[src/rtl/fft_input_reorder.sv]
// Ping-pong reorder buffer: N-point frames in, N/4 radix-4 beats (x[q], x[q+N/4], x[q+N/2], x[q+3N/4]) out.
// First beat one cycle after a frame completes; in_ready drops only when both banks hold undrained frames.
module fft_input_reorder #(
    parameter int DATA_W = 32,
    parameter int N      = 16,
    localparam int Q_W   = ((N / 4) > 1) ? $clog2(N / 4) : 1
) (
    input  logic              clk,
    input  logic              reset,
    input  logic              in_valid,
    input  logic [DATA_W-1:0] in_data,
    output logic              in_ready,
    output logic              out_valid,
    input  logic              out_ready,
    output logic [DATA_W-1:0] out_0,
    output logic [DATA_W-1:0] out_1,
    output logic [DATA_W-1:0] out_2,
    output logic [DATA_W-1:0] out_3,
    output logic [Q_W-1:0]    out_q,
    output logic              out_last
);
    localparam int LOG_N = $clog2(N);
    localparam int QN    = N / 4;

    // Bank b occupies words b*N .. b*N+N-1; address is {bank, offset}.
    logic [DATA_W-1:0] mem_q [2*N];

    logic              wr_bank_q, wr_bank_d;
    logic [LOG_N-1:0]  wr_cnt_q, wr_cnt_d;
    logic              rd_bank_q, rd_bank_d;
    logic [Q_W-1:0]    rd_q_q, rd_q_d;
    logic [1:0]        full_q, full_d;
    logic              out_valid_q, out_valid_d;
    logic [DATA_W-1:0] out_dat_q [4];
    logic [DATA_W-1:0] out_dat_d [4];
    logic [Q_W-1:0]    out_idx_q, out_idx_d;
    logic              out_last_q, out_last_d;

    logic              wr_fire;
    logic              launch;
    logic [LOG_N-1:0]  rd_off;

    assign in_ready = !full_q[wr_bank_q];
    assign wr_fire  = in_valid && in_ready;
    assign launch   = full_q[rd_bank_q] && (!out_valid_q || out_ready);

    always_comb begin
        wr_bank_d   = wr_bank_q;
        wr_cnt_d    = wr_cnt_q;
        rd_bank_d   = rd_bank_q;
        rd_q_d      = rd_q_q;
        full_d      = full_q;
        out_valid_d = out_valid_q;
        out_dat_d   = out_dat_q;
        out_idx_d   = out_idx_q;
        out_last_d  = out_last_q;
        rd_off      = '0;

        if (wr_fire) begin
            if (wr_cnt_q == LOG_N'(N - 1)) begin
                wr_cnt_d          = '0;
                full_d[wr_bank_q] = 1'b1;
                wr_bank_d         = !wr_bank_q;
            end else begin
                wr_cnt_d = wr_cnt_q + LOG_N'(1);
            end
        end

        // Writes only target a non-full bank and reads only a full one, so the
        // set and clear of full_d below never collide on the same bit.
        if (launch) begin
            for (int k = 0; k < 4; k++) begin
                rd_off       = LOG_N'(k * QN) + LOG_N'(rd_q_q);
                out_dat_d[k] = mem_q[{rd_bank_q, rd_off}];
            end
            out_idx_d   = rd_q_q;
            out_last_d  = (rd_q_q == Q_W'(QN - 1));
            out_valid_d = 1'b1;
            if (rd_q_q == Q_W'(QN - 1)) begin
                rd_q_d            = '0;
                full_d[rd_bank_q] = 1'b0;
                rd_bank_d         = !rd_bank_q;
            end else begin
                rd_q_d = rd_q_q + Q_W'(1);
            end
        end else if (out_ready) begin
            out_valid_d = 1'b0;
        end
    end

    always_ff @(posedge clk) begin
        if (wr_fire) begin
            mem_q[{wr_bank_q, wr_cnt_q}] <= in_data;
        end
    end

    always_ff @(posedge clk) begin
        if (reset) begin
            wr_bank_q   <= 1'b0;
            wr_cnt_q    <= '0;
            rd_bank_q   <= 1'b0;
            rd_q_q      <= '0;
            full_q      <= 2'b00;
            out_valid_q <= 1'b0;
            out_dat_q   <= '{default: '0};
            out_idx_q   <= '0;
            out_last_q  <= 1'b0;
        end else begin
            wr_bank_q   <= wr_bank_d;
            wr_cnt_q    <= wr_cnt_d;
            rd_bank_q   <= rd_bank_d;
            rd_q_q      <= rd_q_d;
            full_q      <= full_d;
            out_valid_q <= out_valid_d;
            out_dat_q   <= out_dat_d;
            out_idx_q   <= out_idx_d;
            out_last_q  <= out_last_d;
        end
    end

    assign out_valid = out_valid_q;
    assign out_0     = out_dat_q[0];
    assign out_1     = out_dat_q[1];
    assign out_2     = out_dat_q[2];
    assign out_3     = out_dat_q[3];
    assign out_q     = out_idx_q;
    assign out_last  = out_last_q;
endmodule
[config.mk]
export PLATFORM = sky130hd
export DESIGN_NAME = fft_input_reorder
export DESIGN_NICKNAME = d
export VERILOG_FILES = /design/src/rtl/fft_input_reorder.sv
export SDC_FILE = /design/constraint.sdc
export NUM_CORES = 1
export LEC_CHECK = 0
export ABC_AREA = 1
export CAP_MARGIN = 20
export CORE_MARGIN = 2
export CORE_UTILIZATION = 50
export CTS_CLUSTER_DIAMETER = 60
export CTS_CLUSTER_SIZE = 24
export DETAILED_ROUTE_END_ITERATION = 7
export GPL_TIMING_DRIVEN = 0
export PLACE_DENSITY = 0.7
export SETUP_SLACK_MARGIN = 0.15
export SYNTH_ARGS = -nofsm -noshare
export SYNTH_HDL_FRONTEND = slang
export SYNTH_SLANG_ARGS = --single-unit
[constraint.sdc]
create_clock -name clk -period 3.46 [get_ports clk]
set_input_delay 0.692 -clock clk [delete_from_list [all_inputs] [get_ports clk]]
set_output_delay 0.692 -clock clk [all_outputs]
set_load 0.05 [all_outputs]
======== After elaboration in Yosys (flattened, before gate mapping) ========
Memories as Yosys holds them, arrays and structs flattened. A register that Yosys moved wholly into a read port is not among the register bits.
Index checks and enable logic that the tools add are counted.
word-level totals
  memories ................................ 1
  word-level logic and storage cells ...... 53
  bits of input ports ..................... 36
  register bits after elaboration ......... 14
  memory bits (read-only) ................. 0
  bits in writable memories ............... 1024
  bits in latches ......................... 0
  output and inout port bits .............. 133
memories
  name   depth  width  read ports  clocked after Yosys merged registers in  write ports  RTL line  source
  mem_q  32     32     4           4                                        1            26        logic [DATA_W-1:0] mem_q [2*N];
cells by class
  $lt $le $gt $ge ......................... 4
  reductions and logical operators ........ 12
  bitwise logic cells ..................... 3
  shift operators ......................... 0
  add/sub/neg operators ................... 5
  multiplexer cells ....................... 18
  multipliers ............................. 0
  div/mod/pow operators ................... 0
  equal/unequal tests ..................... 2
operators with widths
  kind                 number
  $mux 1               10
  $mux 2               5
  $add 3x2->4 const A  1
  $add 3x3->4 const A  1
  $add 4x1->4 const B  1
  $add 4x2->4 const A  1
  $eq 4x4->1 const B   1
  $logic_and 1x1->1    4
  $logic_not 1->1      4
  $lt 1x2->1 const B   2
  $mux 4               1
  $reduce_and 2->1     2
  $add 2x1->2 const B  1
  $and 2x2->2          1
  $demux 1 s1          2
  $eq 2x2->1 const B   1
  $ge 1x1->1 const B   2
  $not 2->2            1
  $or 2x2->2           1
  $reduce_bool 2->1    1
  $logic_or 1x1->1     1

======== Logic depth before layout (Yosys ltp) ========
  depth after elaboration ................. 10
  gate-level depth with buffers ........... 9

======== Least setup slack after synthesis ========
No wires, ideal clock.
  path kind ............................... register to register
  start point ............................. register wr_bank_q
  end point ............................... memory mem_q[7][0], enable pin
  clock period less this slack ............ 3667 ps
  arrival time ............................ 3206 ps
  buffers on the path ..................... 1
  slack ................................... -207 ps
  cell stages (with the launch flop) ...... 6
  path through ............................ dfxtp_1 -> buf_2 -> nand2_1 -> o21a_2 -> nand2_2 -> nor3_1
between the ends
  cells in the longest elaborated chain, start to end .. 6
RTL lines
  what                                        RTL line  source
  start: declaration                          28        logic wr_bank_q, wr_bank_d;
  start signal: assignment                    109       wr_bank_q <= wr_bank_d;
  $mux 1 (implied by the code) (2 in series)  43        assign in_ready = !full_q[wr_bank_q];
  $logic_not 1->1                             43
  net in_ready                                12        output logic in_ready,
  $logic_and 1x1->1                           44        assign wr_fire = in_valid && in_ready;
  $mux 1                                      92        if (wr_fire) begin
  $mux 1 (implied by the code)                93        mem_q[{wr_bank_q, wr_cnt_q}] <= in_data;
  end: declaration                            26
The timed path passes the listed nets, and every way through them passes these cells. The select of a mux whose other input is x is not followed.

======== Worst setup path after layout ========
  start point ............................. register wr_bank_q
  end point ............................... output port in_ready
between the ends
  cells in the longest elaborated chain, start to end .. 3
RTL lines
  what                                        RTL line
  $mux 1 (implied by the code) (2 in series)  43
  $logic_not 1->1                             43
  end: declaration                            12
Every way passes these cells. The select of a mux whose other input is x is not followed.

==> run_results.csv <==
group,metric,value,unit
logic_synthesis,yosys_most_used_dff,"edfxtp_1",
route,vias_per_cell,5.284,
critical_path,start_kind,"flip-flop",
global_routing,grt-ovfl-total,0,
worst_hold_path,hold_start,"in_data[13]",
floorplanning,rows,115,
place,io_buffers,168,
critical_path,crit_chain,"buf_2 > o21a_2 > clkdlybuf4s50_1",
power,pwr-share-comb,0.022,
logic_synthesis,synth-simple-area-share,0.1909,
timing,max_freq,0.3154,GHz
floorplanning,die_area,101900,um^2
clock_network,clk_latency,0.69,ns
global_routing,grt_pass1_vias,33620,
cells_and_area,antenna_cells,0,
floorplanning,die_x,319.2,um
critical_path,reg2reg_depth,7,
clock_network,cts_max_path_buffers,3,
clock_network,cts_resized,0,
critical_path,crit_type,"flip-flop to primary output",
floorplanning,die_h,319.2,um
clock_network,cts-root-buf,"clkbuf_16",
floorplanning,initial_core_util,0.5048,
logic_synthesis,synth_xor_area_frac,0.0001763,
timing,hold_viol_final,0,
power,net-switching-power,5754,uW
logic_synthesis,yosys.area_share.adder,0.001259,
clock_network,post_cts_buffers,0,
worst_hold_path,worstHoldEndpoint,"mem_q[30][13]",
logic_synthesis,avgSynthCellArea,9.953,um^2
route,wl_per_cell,21.21,um
critical_path,r2r_end,"mem_q[20][12]",
floorplanning,pin_count,169,
critical_path,endpoint_kind,"primary output",
place,pre_cts_slack,-0.01836,ns
logic_synthesis,synth_area_leaders,"edfxtp_1 62%, nand2_1 11%, inv_1 8.8%",
logic_synthesis,netlist_area,49690,um^2
power,pwr-share-seq,0.596,
critical_path,critPathSlowestCell,"clkdlybuf4s50_1",
outcome,status,"finished clean",
place,dp.cells,6493,
global_routing,antenna_found_initial,5,
critical_path,r2r_start,"wr_bank_q",
power,switching_share,0.2236,
logic_synthesis,yosysWarnings,0,
cells_and_area,fin_cells,6631,
route,num_vias,35040,
critical_path,cp_data_required_time,2.77,ns
critical_path,ff2ff_setup_slack,0.43,ns
logic_synthesis,synthArstFlopShare,0,
worst_hold_path,hold_depth,1,
critical_path,arrival,2.48,ns
route,drt-initial-drc-count,4194,
cells_and_area,n_fill_cell,7854,
timing,min_period_over_period,0.9163,
logic_synthesis,synth_top_family_by_area,"simple AND/OR/NAND/NOR gates",
place,finalWeightedCongestion,0.8581,
global_routing,grt_use_total,0.2733,
logic_synthesis,synth_seq_cells,1166,
global_routing,grt-busiest-layer,"met2",
worst_hold_path,holdCritPathClass,"primary input to flip-flop",
route,dr.pass1.iters,6,
logic_synthesis,netlist_instances,4992,
critical_path,cp_max_fo,9,
place,hpwl,91930,um
route,route.detailed.drc,0,
logic_synthesis,ys_top_cells_by_count,"1440 x nand2_1, 1166 x inv_1, 1024 x edfxtp_1",
power,peakVddDrop,351.8,uV
timing,grt_setup_unrepaired,"no",
clock_network,ctsHoldBuffers,0,
power,pwr-share-clk,0.382,
logic_synthesis,yosysSeqAreaShare,0.6761,
critical_path,max_stage_delay,1.02,ns
global_routing,grt_max_degree,33,
logic_synthesis,synth_compound_area_frac,0.01715,
floorplanning,core,98420,um^2
cells_and_area,nets,5323,
timing,worst_pin_slew,1.006,ns
route,wl,140700,um
route,drt.antenna.violating_nets,0,
timing,setup_viol,0,
cells_and_area,drive_gt1_frac,0.08720,
cells_and_area,area_growth,14.17,%
clock_network,cts_buffers,74,
global_routing,grtUsageMet2,0.4503,
timing,drv_slew,0,
logic_synthesis,yosysTopAreaCell,"edfxtp_1",
run,cap_violations,0,
clock_network,path_clk_slew,0.09,ns
timing,setup_ws,0.2896,ns
timing,relSlewSlack,0.3294,
logic_synthesis,synth_edf_count,1024,
global_routing,met1_usage,0.3618,
clock_network,cts.htree.levels,3,
logic_synthesis,synth_top_area_frac,0.6189,
global_routing,grt_pass1_wl,205600,um
logic_synthesis,synth_nets,5033,
global_routing,grt.met3_usage,0.04001,
power,leakage,0.02481,uW
logic_synthesis,synth_cell_types,24,
logic_synthesis,yosysMostFrequentCell,"nand2_1",
clock_network,tritoncts,"yes",
clock_network,clock-sinks,1166,
timing,skew,0.04092,ns
logic_synthesis,synth.area.mux_share,0,
timing,finalCriticalPeriod,3.170,ns
power,power.internal,19980,uW
power,power_density,453.6,nW/um^2
[worst max-delay path by stage]
stage | from | end | slack [ns] | depth (start not counted)
3_5_place_dp | in_valid | mem_q[20][14] | -0.02 | 6
4_1_cts | wr_bank_q | in_ready | 0.34 | 3
5_1_grt | wr_bank_q | in_ready | 0.27 | 4
6_report | wr_bank_q | in_ready | 0.29 | 3
2_1_floorplan | wr_bank_q | mem_q[7][0] | -0.21 | 5
3_3_place_gp | in_valid | mem_q[7][11] | -3.18 | 3
[cell usage in the layout (no fill, tap or decap), drive strengths merged]
cell,Yosys,final
xor2,1,1
clkinv,0,23
buf,200,271
nor2,44,44
clkbuf,43,131
a21oi,135,135
ha,5,5
edfxtp,1024,1024
bufinv,0,2
nand4,1,1
o21a,1,1
clkinvlp,0,2
clkdlybuf4s50,0,143
inv,1171,1194
or2,1,1
dfxtp,142,142
nor3,2,2
nand2,1442,1442
o21ai,5,5
nand3,775,775
[state kept, by name, indices dropped and copies added (netlist names)]
signal and count:
mem_q 1024, out_0 32, out_1 32, out_2 32, out_3 32, wr_cnt_q 4
full_q 2, out_q 2, rd_q_q 2, out_last 1, out_valid 1, rd_bank_q 1
wr_bank_q 1
[worst max-delay path: cells and delay by family, from the launching register on]
kind                   cells  cell delay, ns
buffers and inverters      2            1.22
DFF                        1            0.33
AOI/OAI and AO/OA          1            0.22
[metrics by stage]
stage / total power, uW / area [um^2] / util / setup TNS, ns / hold slack [ns]
3_5_place_dp: 16210 / 54100 / 0.5497 / -0.3501 / 0.4591
6_report: 25730 / 56730 / 0.5764 / 0 / 0.4577
2_1_floorplan: 15780 / 49690 / - / -13.25 / 0.4403
4_1_cts: 25740 / 56730 / 0.5764 / 0 / 0.4266
3_3_place_gp: 16180 / 52980 / 0.5383 / -1468.91 / 0.4555
5_1_grt: 26310 / 56730 / 0.5764 / 0 / 0.4540
[cells by family (layout without fill, tap and decap cells)]
logic type / count (synthesis) / in the layout
compound gates: 141 / 141
flops: 1166 / 1166
simple gates: 2265 / 2265
fa+ha+maj: 5 / 5
xor+xnor: 1 / 1
buf+inv: 1414 / 1766
[per-layer routing]
metal | vias to the layer above | share of wire
met1 | 16620 | 0.38
met5 | - | 0.00016
met3 | 277 | 0.10
met4 | 4 | 0.045
li1 | 16250 | -
met2 | 1884 | 0.47
[cell type report]
class | count | area (um^2) | area share
plain buffers | 243 | 1290 | 0.02274
clock buffers | 88 | 1967 | 0.03467
clock inverters | 50 | 655.6 | 0.01156
inverters | 1171 | 4395 | 0.07748
multi-input cells | 2412 | 10640 | 0.1876
flip-flops and latches | 1166 | 33590 | 0.5922
well taps | 1287 | 1610 | 0.02839
repair buffers | 214 | 2574 | 0.04537
[power by group through the flow]
stage	combinational (uW)	sequential (uW)	clock, uW
global placement	493	15700	0
detailed placement	543	15700	0
finish	554	15300	9840
global route	579	15300	10400
floorplan	121	15700	0
CTS	545	15300	9860
No activity file was read; power rests on OpenSTA's default activity.
